--- src/rtl/branch_ctrl_pkg.sv ---
// Shared types for the branch/fetch-PC controller: FSM state encoding and defaults.
package branch_ctrl_pkg;

   typedef enum logic [1:0] {
      RUN    = 2'd0,
      SHADOW = 2'd1,
      ERR    = 2'd2
   } state_e;

   localparam int unsigned INSN_BYTES_DEF = 4;
   localparam int unsigned PC_W           = 32;

endpackage

--- src/rtl/branch_ctrl_if.sv ---
// Pipeline-side signal bundle for branch_ctrl; master drives EX/fetch status, slave is the controller.
interface branch_ctrl_if;
   import branch_ctrl_pkg::*;

   logic            ex_valid;
   logic            ex_jump_en;
   logic [PC_W-1:0] ex_jump_target;
   logic            stall_in;
   logic            fetch_ready;
   logic [PC_W-1:0] pc_out;
   logic            pc_valid;
   logic            flush_if;
   logic            flush_id;
   logic            misalign_err;

   modport master (
      output ex_valid, ex_jump_en, ex_jump_target, stall_in, fetch_ready,
      input  pc_out, pc_valid, flush_if, flush_id, misalign_err
   );

   modport slave (
      input  ex_valid, ex_jump_en, ex_jump_target, stall_in, fetch_ready,
      output pc_out, pc_valid, flush_if, flush_id, misalign_err
   );
endinterface

--- src/rtl/branch_ctrl_sat_cnt.sv ---
// Saturating up-counter with synchronous active-low reset; sticks at all-ones.
module sat_cnt #(
   parameter int unsigned WIDTH = 32
) (
   input  logic             clk,
   input  logic             rstn,
   input  logic             inc_i,
   output logic [WIDTH-1:0] cnt_o
);

   logic [WIDTH-1:0] cnt_q;

   always_ff @(posedge clk) begin
      if (!rstn) begin
         cnt_q <= '0;
      end else if (inc_i && (cnt_q != '1)) begin
         cnt_q <= cnt_q + 1'b1;
      end
   end

   assign cnt_o = cnt_q;

endmodule

--- src/rtl/branch_ctrl.sv ---
// Fetch-PC sequencer with taken-branch redirect, one-cycle shadow flush and sticky misalign trap.
// Define BRANCH_STATS_EN to add taken_cnt / shadow_cnt saturating statistics outputs.
//
// state  | meaning
// RUN    | normal sequential fetch, branches accepted
// SHADOW | first cycle after redirect; kill the wrong-path fetch, ignore branches
// ERR    | misaligned taken target seen; fetch halted until reset
module branch_ctrl
   import branch_ctrl_pkg::*;
#(
   parameter logic [PC_W-1:0] RESET_PC   = 32'h0000_0000,
   parameter int unsigned     INSN_BYTES = INSN_BYTES_DEF
) (
   input  logic             clk,
   input  logic             rstn,
   branch_ctrl_if.slave     bus
`ifdef BRANCH_STATS_EN
   ,
   output logic [PC_W-1:0]  taken_cnt,
   output logic [PC_W-1:0]  shadow_cnt
`endif
);

   state_e          state_q, state_d;
   logic [PC_W-1:0] pc_q, pc_d;
   logic            err_q, err_d;
   logic [PC_W-1:0] pc_inc;
   logic            take;
   logic            accept;
   logic            flush_if, flush_id, pc_valid;

   assign pc_inc = pc_q + PC_W'(INSN_BYTES);
   assign take   = bus.ex_valid && bus.ex_jump_en && !bus.stall_in;
   assign accept = (state_q == RUN) && take && (bus.ex_jump_target[1:0] == 2'b00);

   always_ff @(posedge clk) begin
      if (!rstn) begin
         state_q <= RUN;
         pc_q    <= RESET_PC;
         err_q   <= 1'b0;
      end else begin
         state_q <= state_d;
         pc_q    <= pc_d;
         err_q   <= err_d;
      end
   end

   always_comb begin
      state_d  = state_q;
      pc_d     = pc_q;
      err_d    = err_q;
      flush_if = 1'b0;
      flush_id = 1'b0;
      pc_valid = 1'b1;
      case (state_q)
         RUN: begin
            if (!bus.stall_in) begin
               if (accept) begin
                  flush_if = 1'b1;
                  flush_id = 1'b1;
                  pc_d     = bus.ex_jump_target;
                  // Without a fetch handshake in T nothing wrong-path was issued, so no shadow.
                  state_d  = bus.fetch_ready ? SHADOW : RUN;
               end else if (take) begin
                  flush_if = 1'b1;
                  flush_id = 1'b1;
                  err_d    = 1'b1;
                  state_d  = ERR;
                  if (bus.fetch_ready) pc_d = pc_inc;
               end else if (bus.fetch_ready) begin
                  pc_d = pc_inc;
               end
            end
         end
         SHADOW: begin
            if (!bus.stall_in) begin
               flush_if = 1'b1;
               state_d  = RUN;
               if (bus.fetch_ready) pc_d = pc_inc;
            end
         end
         ERR: begin
            pc_valid = 1'b0;
         end
         default: begin
            state_d = RUN;
         end
      endcase
   end

   assign bus.pc_out       = pc_q;
   assign bus.pc_valid     = pc_valid;
   assign bus.flush_if     = flush_if;
   assign bus.flush_id     = flush_id;
   assign bus.misalign_err = err_q;

`ifdef BRANCH_STATS_EN
   sat_cnt #(.WIDTH(PC_W)) u_taken_cnt (
      .clk   (clk),
      .rstn  (rstn),
      .inc_i (accept),
      .cnt_o (taken_cnt)
   );

   sat_cnt #(.WIDTH(PC_W)) u_shadow_cnt (
      .clk   (clk),
      .rstn  (rstn),
      .inc_i (state_q == SHADOW),
      .cnt_o (shadow_cnt)
   );
`endif

endmodule

--- src/flat_wrapper.sv ---
// flat-port wrapper written by rule: the top's interface ports become plain ports
module branch_ctrl_flat import branch_ctrl_pkg::*;
#(
   parameter logic [PC_W-1:0] RESET_PC   = 32'h0000_0000,
   parameter int unsigned     INSN_BYTES = INSN_BYTES_DEF
)
  (clk, rstn, bus_ex_valid, bus_ex_jump_en, bus_ex_jump_target, bus_stall_in, bus_fetch_ready, bus_pc_out, bus_pc_valid, bus_flush_if, bus_flush_id, bus_misalign_err);
  branch_ctrl_if bus_i ();
  input  logic clk;
  input  logic rstn;
  input wire logic [$bits(bus_i.ex_valid)-1:0] bus_ex_valid;
  input wire logic [$bits(bus_i.ex_jump_en)-1:0] bus_ex_jump_en;
  input wire logic [$bits(bus_i.ex_jump_target)-1:0] bus_ex_jump_target;
  input wire logic [$bits(bus_i.stall_in)-1:0] bus_stall_in;
  input wire logic [$bits(bus_i.fetch_ready)-1:0] bus_fetch_ready;
  output wire logic [$bits(bus_i.pc_out)-1:0] bus_pc_out;
  output wire logic [$bits(bus_i.pc_valid)-1:0] bus_pc_valid;
  output wire logic [$bits(bus_i.flush_if)-1:0] bus_flush_if;
  output wire logic [$bits(bus_i.flush_id)-1:0] bus_flush_id;
  output wire logic [$bits(bus_i.misalign_err)-1:0] bus_misalign_err;
  assign bus_i.ex_valid = bus_ex_valid;
  assign bus_i.ex_jump_en = bus_ex_jump_en;
  assign bus_i.ex_jump_target = bus_ex_jump_target;
  assign bus_i.stall_in = bus_stall_in;
  assign bus_i.fetch_ready = bus_fetch_ready;
  assign bus_pc_out = bus_i.pc_out;
  assign bus_pc_valid = bus_i.pc_valid;
  assign bus_flush_if = bus_i.flush_if;
  assign bus_flush_id = bus_i.flush_id;
  assign bus_misalign_err = bus_i.misalign_err;
  branch_ctrl #(.RESET_PC(RESET_PC), .INSN_BYTES(INSN_BYTES)) u_core (.clk(clk), .rstn(rstn), .bus(bus_i));
endmodule
--- config.mk ---
export PLATFORM = sky130hd
export DESIGN_NAME = branch_ctrl_flat
export DESIGN_NICKNAME = d
export VERILOG_FILES = /design/src/rtl/branch_ctrl_pkg.sv /design/src/rtl/branch_ctrl_if.sv /design/src/rtl/branch_ctrl_sat_cnt.sv /design/src/rtl/branch_ctrl.sv /design/src/flat_wrapper.sv
export SDC_FILE = /design/constraint.sdc
export NUM_CORES = 1
export LEC_CHECK = 0
export ABC_AREA = 1
export CELL_PAD_IN_SITES_DETAIL_PLACEMENT = 1
export CELL_PAD_IN_SITES_GLOBAL_PLACEMENT = 1
export CORE_ASPECT_RATIO = 0.5
export CORE_MARGIN = 2
export CORE_UTILIZATION = 35
export DETAILED_ROUTE_END_ITERATION = 6
export PLACE_DENSITY = 0.86
export SKIP_CTS_REPAIR_TIMING = 1
export SYNTH_ARGS = -nofsm -noshare
export SYNTH_HDL_FRONTEND = slang
export SYNTH_SLANG_ARGS = --single-unit
--- constraint.sdc ---
create_clock -name clk -period 4 [get_ports clk]
set_input_delay 0.6 -clock clk [delete_from_list [all_inputs] [get_ports clk]]
set_output_delay 0.6 -clock clk [all_outputs]
set_load 0.02 [all_outputs]
After elaboration in Yosys (flattened, before gate mapping). Index checks and enable logic that the tools add are counted.

Output and inout port bits: 36. Bits of input ports: 38. Flip-flop bits (word level): 35.

Reduce and logical (&&, ||, !) cells: 11. Bitwise gates (word level): 3. $add $sub $neg: 1. Muxes and demuxes: 18. Eq/ne operators: 5.

Operators with widths (count): 2-to-1 mux 32 bit (4); one-hot mux 32 bit (2 select lines) (1); adder 32 x 3 -> 32 bit, second input constant (1); 2-to-1 mux 2 bit (4); AND reduction 4 bit (2); 2-to-1 mux 1 bit (7); one-hot mux 2 bit (3 select lines) (1); logical AND 1 bit (4); logical NOT 2 bit (2); != test 2 bit, second input constant (2); != test 3 x 1 -> 1 bit, second input constant (1); inverter 1 bit (3); AND reduction 3 bit (1); == test 2 x 1 -> 1 bit, second input constant (1); == test 2 bit, second input constant (1); one-hot mux 1 bit (2 select lines) (1); nonzero test 2 bit (1); logical NOT 1 bit (1).

Longest topological paths before layout.
Depth in word-level cells: 7. Mapped depth: 11. Depth with buffers taken out: 11.

Worst setup path before layout. No wires, ideal clock.

Path type: input-to-output. Start point: input bus_stall_in. End point: output bus_flush_if. Cell stages on the path: 4. Data arrival time: 1.187 ns. Path buffers: 0. Data required time: 3.400 ns. Slack: 2.213 ns. Cells stage by stage: inv_1 > nand3_1 > nor2_4 > a31o_2.

Cells in the longest elaborated chain, start to end: 7. Elaborated cells between the ends (all ways): 9. Those cells by class: mux (5); reduce/logical (4).

Ends and longest elaborated chain: start, declared (line flat_wrapper.sv:14) `input wire logic [$bits(bus_i.stall_in)-1:0] bus_stall_in;`; logical NOT 1 bit (line branch_ctrl.sv:33) `assign take = bus.ex_valid && bus.ex_jump_en && !bus.stall_in;`; logical AND 1 bit (line branch_ctrl.sv:33); logical AND 1 bit (2 in series) (line branch_ctrl.sv:34) `assign accept = (state_q == RUN) && take && (bus.ex_jump_target[1:0] == 2'b00);`; 2-to-1 mux 1 bit (line branch_ctrl.sv:58) `if (accept) begin`; 2-to-1 mux 1 bit (line branch_ctrl.sv:57) `if (!bus.stall_in) begin`; one-hot mux 1 bit (2 select lines) * (line branch_ctrl.sv:55) `case (state_q)`; end, declared (line flat_wrapper.sv:18) `output wire logic [$bits(bus_i.flush_if)-1:0] bus_flush_if;`.

Every way passes the cells marked *; elsewhere a longest branch is shown, timed or not.

Final worst setup path. Same ends and word-level chain as after synthesis.

==> impl_metrics.yaml <==
cells_and_area:
  fillers: 925
  final_core_util: 0.5011
  layout.nets: 504
  syn_to_final_growth_pct: 36.84
  diodes: 0
  layout_common_cells: "117 x nand2_1, 73 x clkdlybuf4s50_1, 49 x inv_1, 38 x a21oi_1, 35 x dfxtp_1"
  final_layout_size_suffix_gt1_frac: 0.08369
  final_common_cell: "nand2_1"
timing:
  period_needed_ns: 2.702
  min_period_over_period: 0.6756
  finalHoldViolations: 0
  fin_tns_setup_ns: 0
  report.final.setup_viol: 0
  fin_worst_skew_ns: 0.006080
  maxSlewViolCount: 0
  rsz0062_at_grt: "false"
  setup_slack_ns: 1.298
  relSlewSlack: 0.2501
  max_freq_mhz: 370.0
  worstMarginPinSlew_ns: 1.124
  hold_ws_ns: 0.4620
power_and_ir_drop:
  p_per_area_mw_per_mm2: 267.3
  switching_share: 0.2506
  total_power_uw: 908.2
  comb_power_share: 0.138
  p_leak_nw: 1.325
  power_frac_seq: 0.400
  ir_drop_uv: 144.6
  p_clk_frac: 0.461
  switchingPower_uw: 227.6
  p_int_uw: 680.6
synth:
  syn-instance-count: 400
  synth_nets: 439
  ys_seq_area_frac: 0.2823
  yosysWarnings: 0
  synth_cell_types: 34
  avgSynthCellArea_um2: 6.206
  ys_ff_latch: 35
  netlist_area_mm2: 0.002482
routing:
  wirelength_um: 7933
  wl_per_cell_um: 14.22
  drt_first_iter_violations: 125
  num_vias: 2829
  vias_per_cell: 5.070
  antenna_left: 0
  first_pass_iters: 4
  route.detailed.drc: 0
global_routing:
  antenna_found_initial: 0
  grt_max_degree: 53
  track_usage: 0.2209
  grt_pass1_wl_um: 13770
  grt_overflow: 0
  first_global_vias: 2930
clocking:
  cts_sinks: 35
  cts_root_buf: "clkbuf_16"
  cts_tree: "yes"
  cts_buffers: 5
  clk_pin_slew_ns: 0.05
  cts.path.max_buffers: 2
  insertion_delay_ns: 0.28
  cts_max_level: 2
floorplan:
  core_mm2: 0.006779
  dieArea_mm2: 0.007823
  rows: 21
  die_width_um: 123.1
  io_pins: 74
  initial_core_util: 0.3662
  die_height_um: 63.55
setup_path:
  cp_cell_sequence: "clkdlybuf4s50_1 -> inv_1 -> nand3_1 -> nor2_4 -> a31o_2 -> clkdlybuf4s50_1"
  required_ns: 3.40
  end_kind: "primary output"
  critPathArrivalTime_ns: 2.10
  slowest_stage: "clkdlybuf4s50_1"
  path_class: "in -> out"
  cp_common_cell: "clkdlybuf4s50_1"
  crit_fanout: 4
  critical_path.max_stage_delay_ns: 0.59
  cp-start-kind: "input pin"
placement:
  portBuffers: 73
  dp_slack_ns: 1.289
  dp_hpwl_um: 5685
  routabilityCongestion: 0.7965
outcome:
  status: "finished clean"
job:
  max_cap_viol_count: 0
min_path:
  worstHoldPathType: "reg -> reg"
critical path, delay by kind of cell:
family / cells / cell delay (ns)
AOI/OAI and AO/OA: 1 / 0.12
buffers and inverters: 3 / 1.11
and+or+nand+nor: 2 / 0.28
final cells by class:
type,instances,area [um^2],share of cell area
inverter,52,195.2,0.05746
multi-input combinational,297,1491,0.4390
sequential,35,700.7,0.2063
tap,92,115.1,0.03389
timing repair buffer,74,738.2,0.2173
clock buffer,8,156.4,0.04604
worst paths after layout:
kind / startpoint / to / slack (ns) / cells after the start
min reg2reg: u_core.bus.pc_out[1]$_SDFFE_PN0P_ / u_core.bus.pc_out[1]$_SDFFE_PN0P_ / 0.46 / 2
min: u_core.bus.pc_out[1]$_SDFFE_PN0P_ / u_core.bus.pc_out[1]$_SDFFE_PN0P_ / 0.46 / 2
max: bus_stall_in / bus_flush_if / 1.30 / 6
max reg2reg: u_core.state_q[0]$_SDFFE_PN0P_ / u_core.bus.pc_out[21]$_SDFFE_PN0P_ / 2.10 / 9
Yosys cell counts (all sizes together):
library cell    n  area (um^2)
a211oi          4        30.03
a21o            1        7.510
a21oi          38        190.2
a31o            1        8.760
buf             9        58.80
clkbuf          7        36.28
clkinv          1        3.750
dfxtp          35        700.7
ha              1        12.51
inv            51        191.4
nand2         125        504.2
nand3          27        145.1
nand3b          2        15.01
nand4          10        62.56
nor2           37        230.2
nor3            2        10.01
o211ai          3        22.52
o21a            1        7.510
o21ai          37        185.2
o21bai          2        15.01
or2             3        18.77
xnor2           1        8.760
xor2            2        17.52
state kept, by name, summed over array words and instances, names as in the netlist:
name                     count
u_core.state_q               2
u_core.bus.misalign_err      1
u_core.bus.pc_out           32
layer usage:
metal  share of wire  vias up  wire length, um  GRT usage
met4          0.0074        0               59    0.04261
met5               0        -                0          0
met3           0.034        5              269    0.04076
li1                -     1422                -          -
met2            0.46       53             3673     0.3729
met1            0.50     1349             3930     0.2953
cells by family after synthesis:
family,Yosys count,synth area share
compound gates,87,0.1880
xor+xnor,3,0.01059
fa+ha+maj,1,0.005040
buf+inv,68,0.1169
flops,35,0.2823
simple gates,206,0.3972
power groups by stage:
stage | clock network, mW | registers [mW] | logic, mW
CTS | 0.427 | 0.364 | 0.126
global route | 0.447 | 0.365 | 0.140
global placement | 0 | 0.371 | 0.123
floorplan | 0 | 0.376 | 0.0568
finish | 0.419 | 0.364 | 0.126
detailed placement | 0 | 0.371 | 0.125
through the flow:
step | instance area [um^2] | cells
floorplan | 2482 | 400
global placement | 3241 | 550
detailed placement | 3241 | 550
CTS | 3397 | 558
global route | 3397 | 558
finish | 3397 | 558
Note: power is estimated with default switching activity, not from simulation.
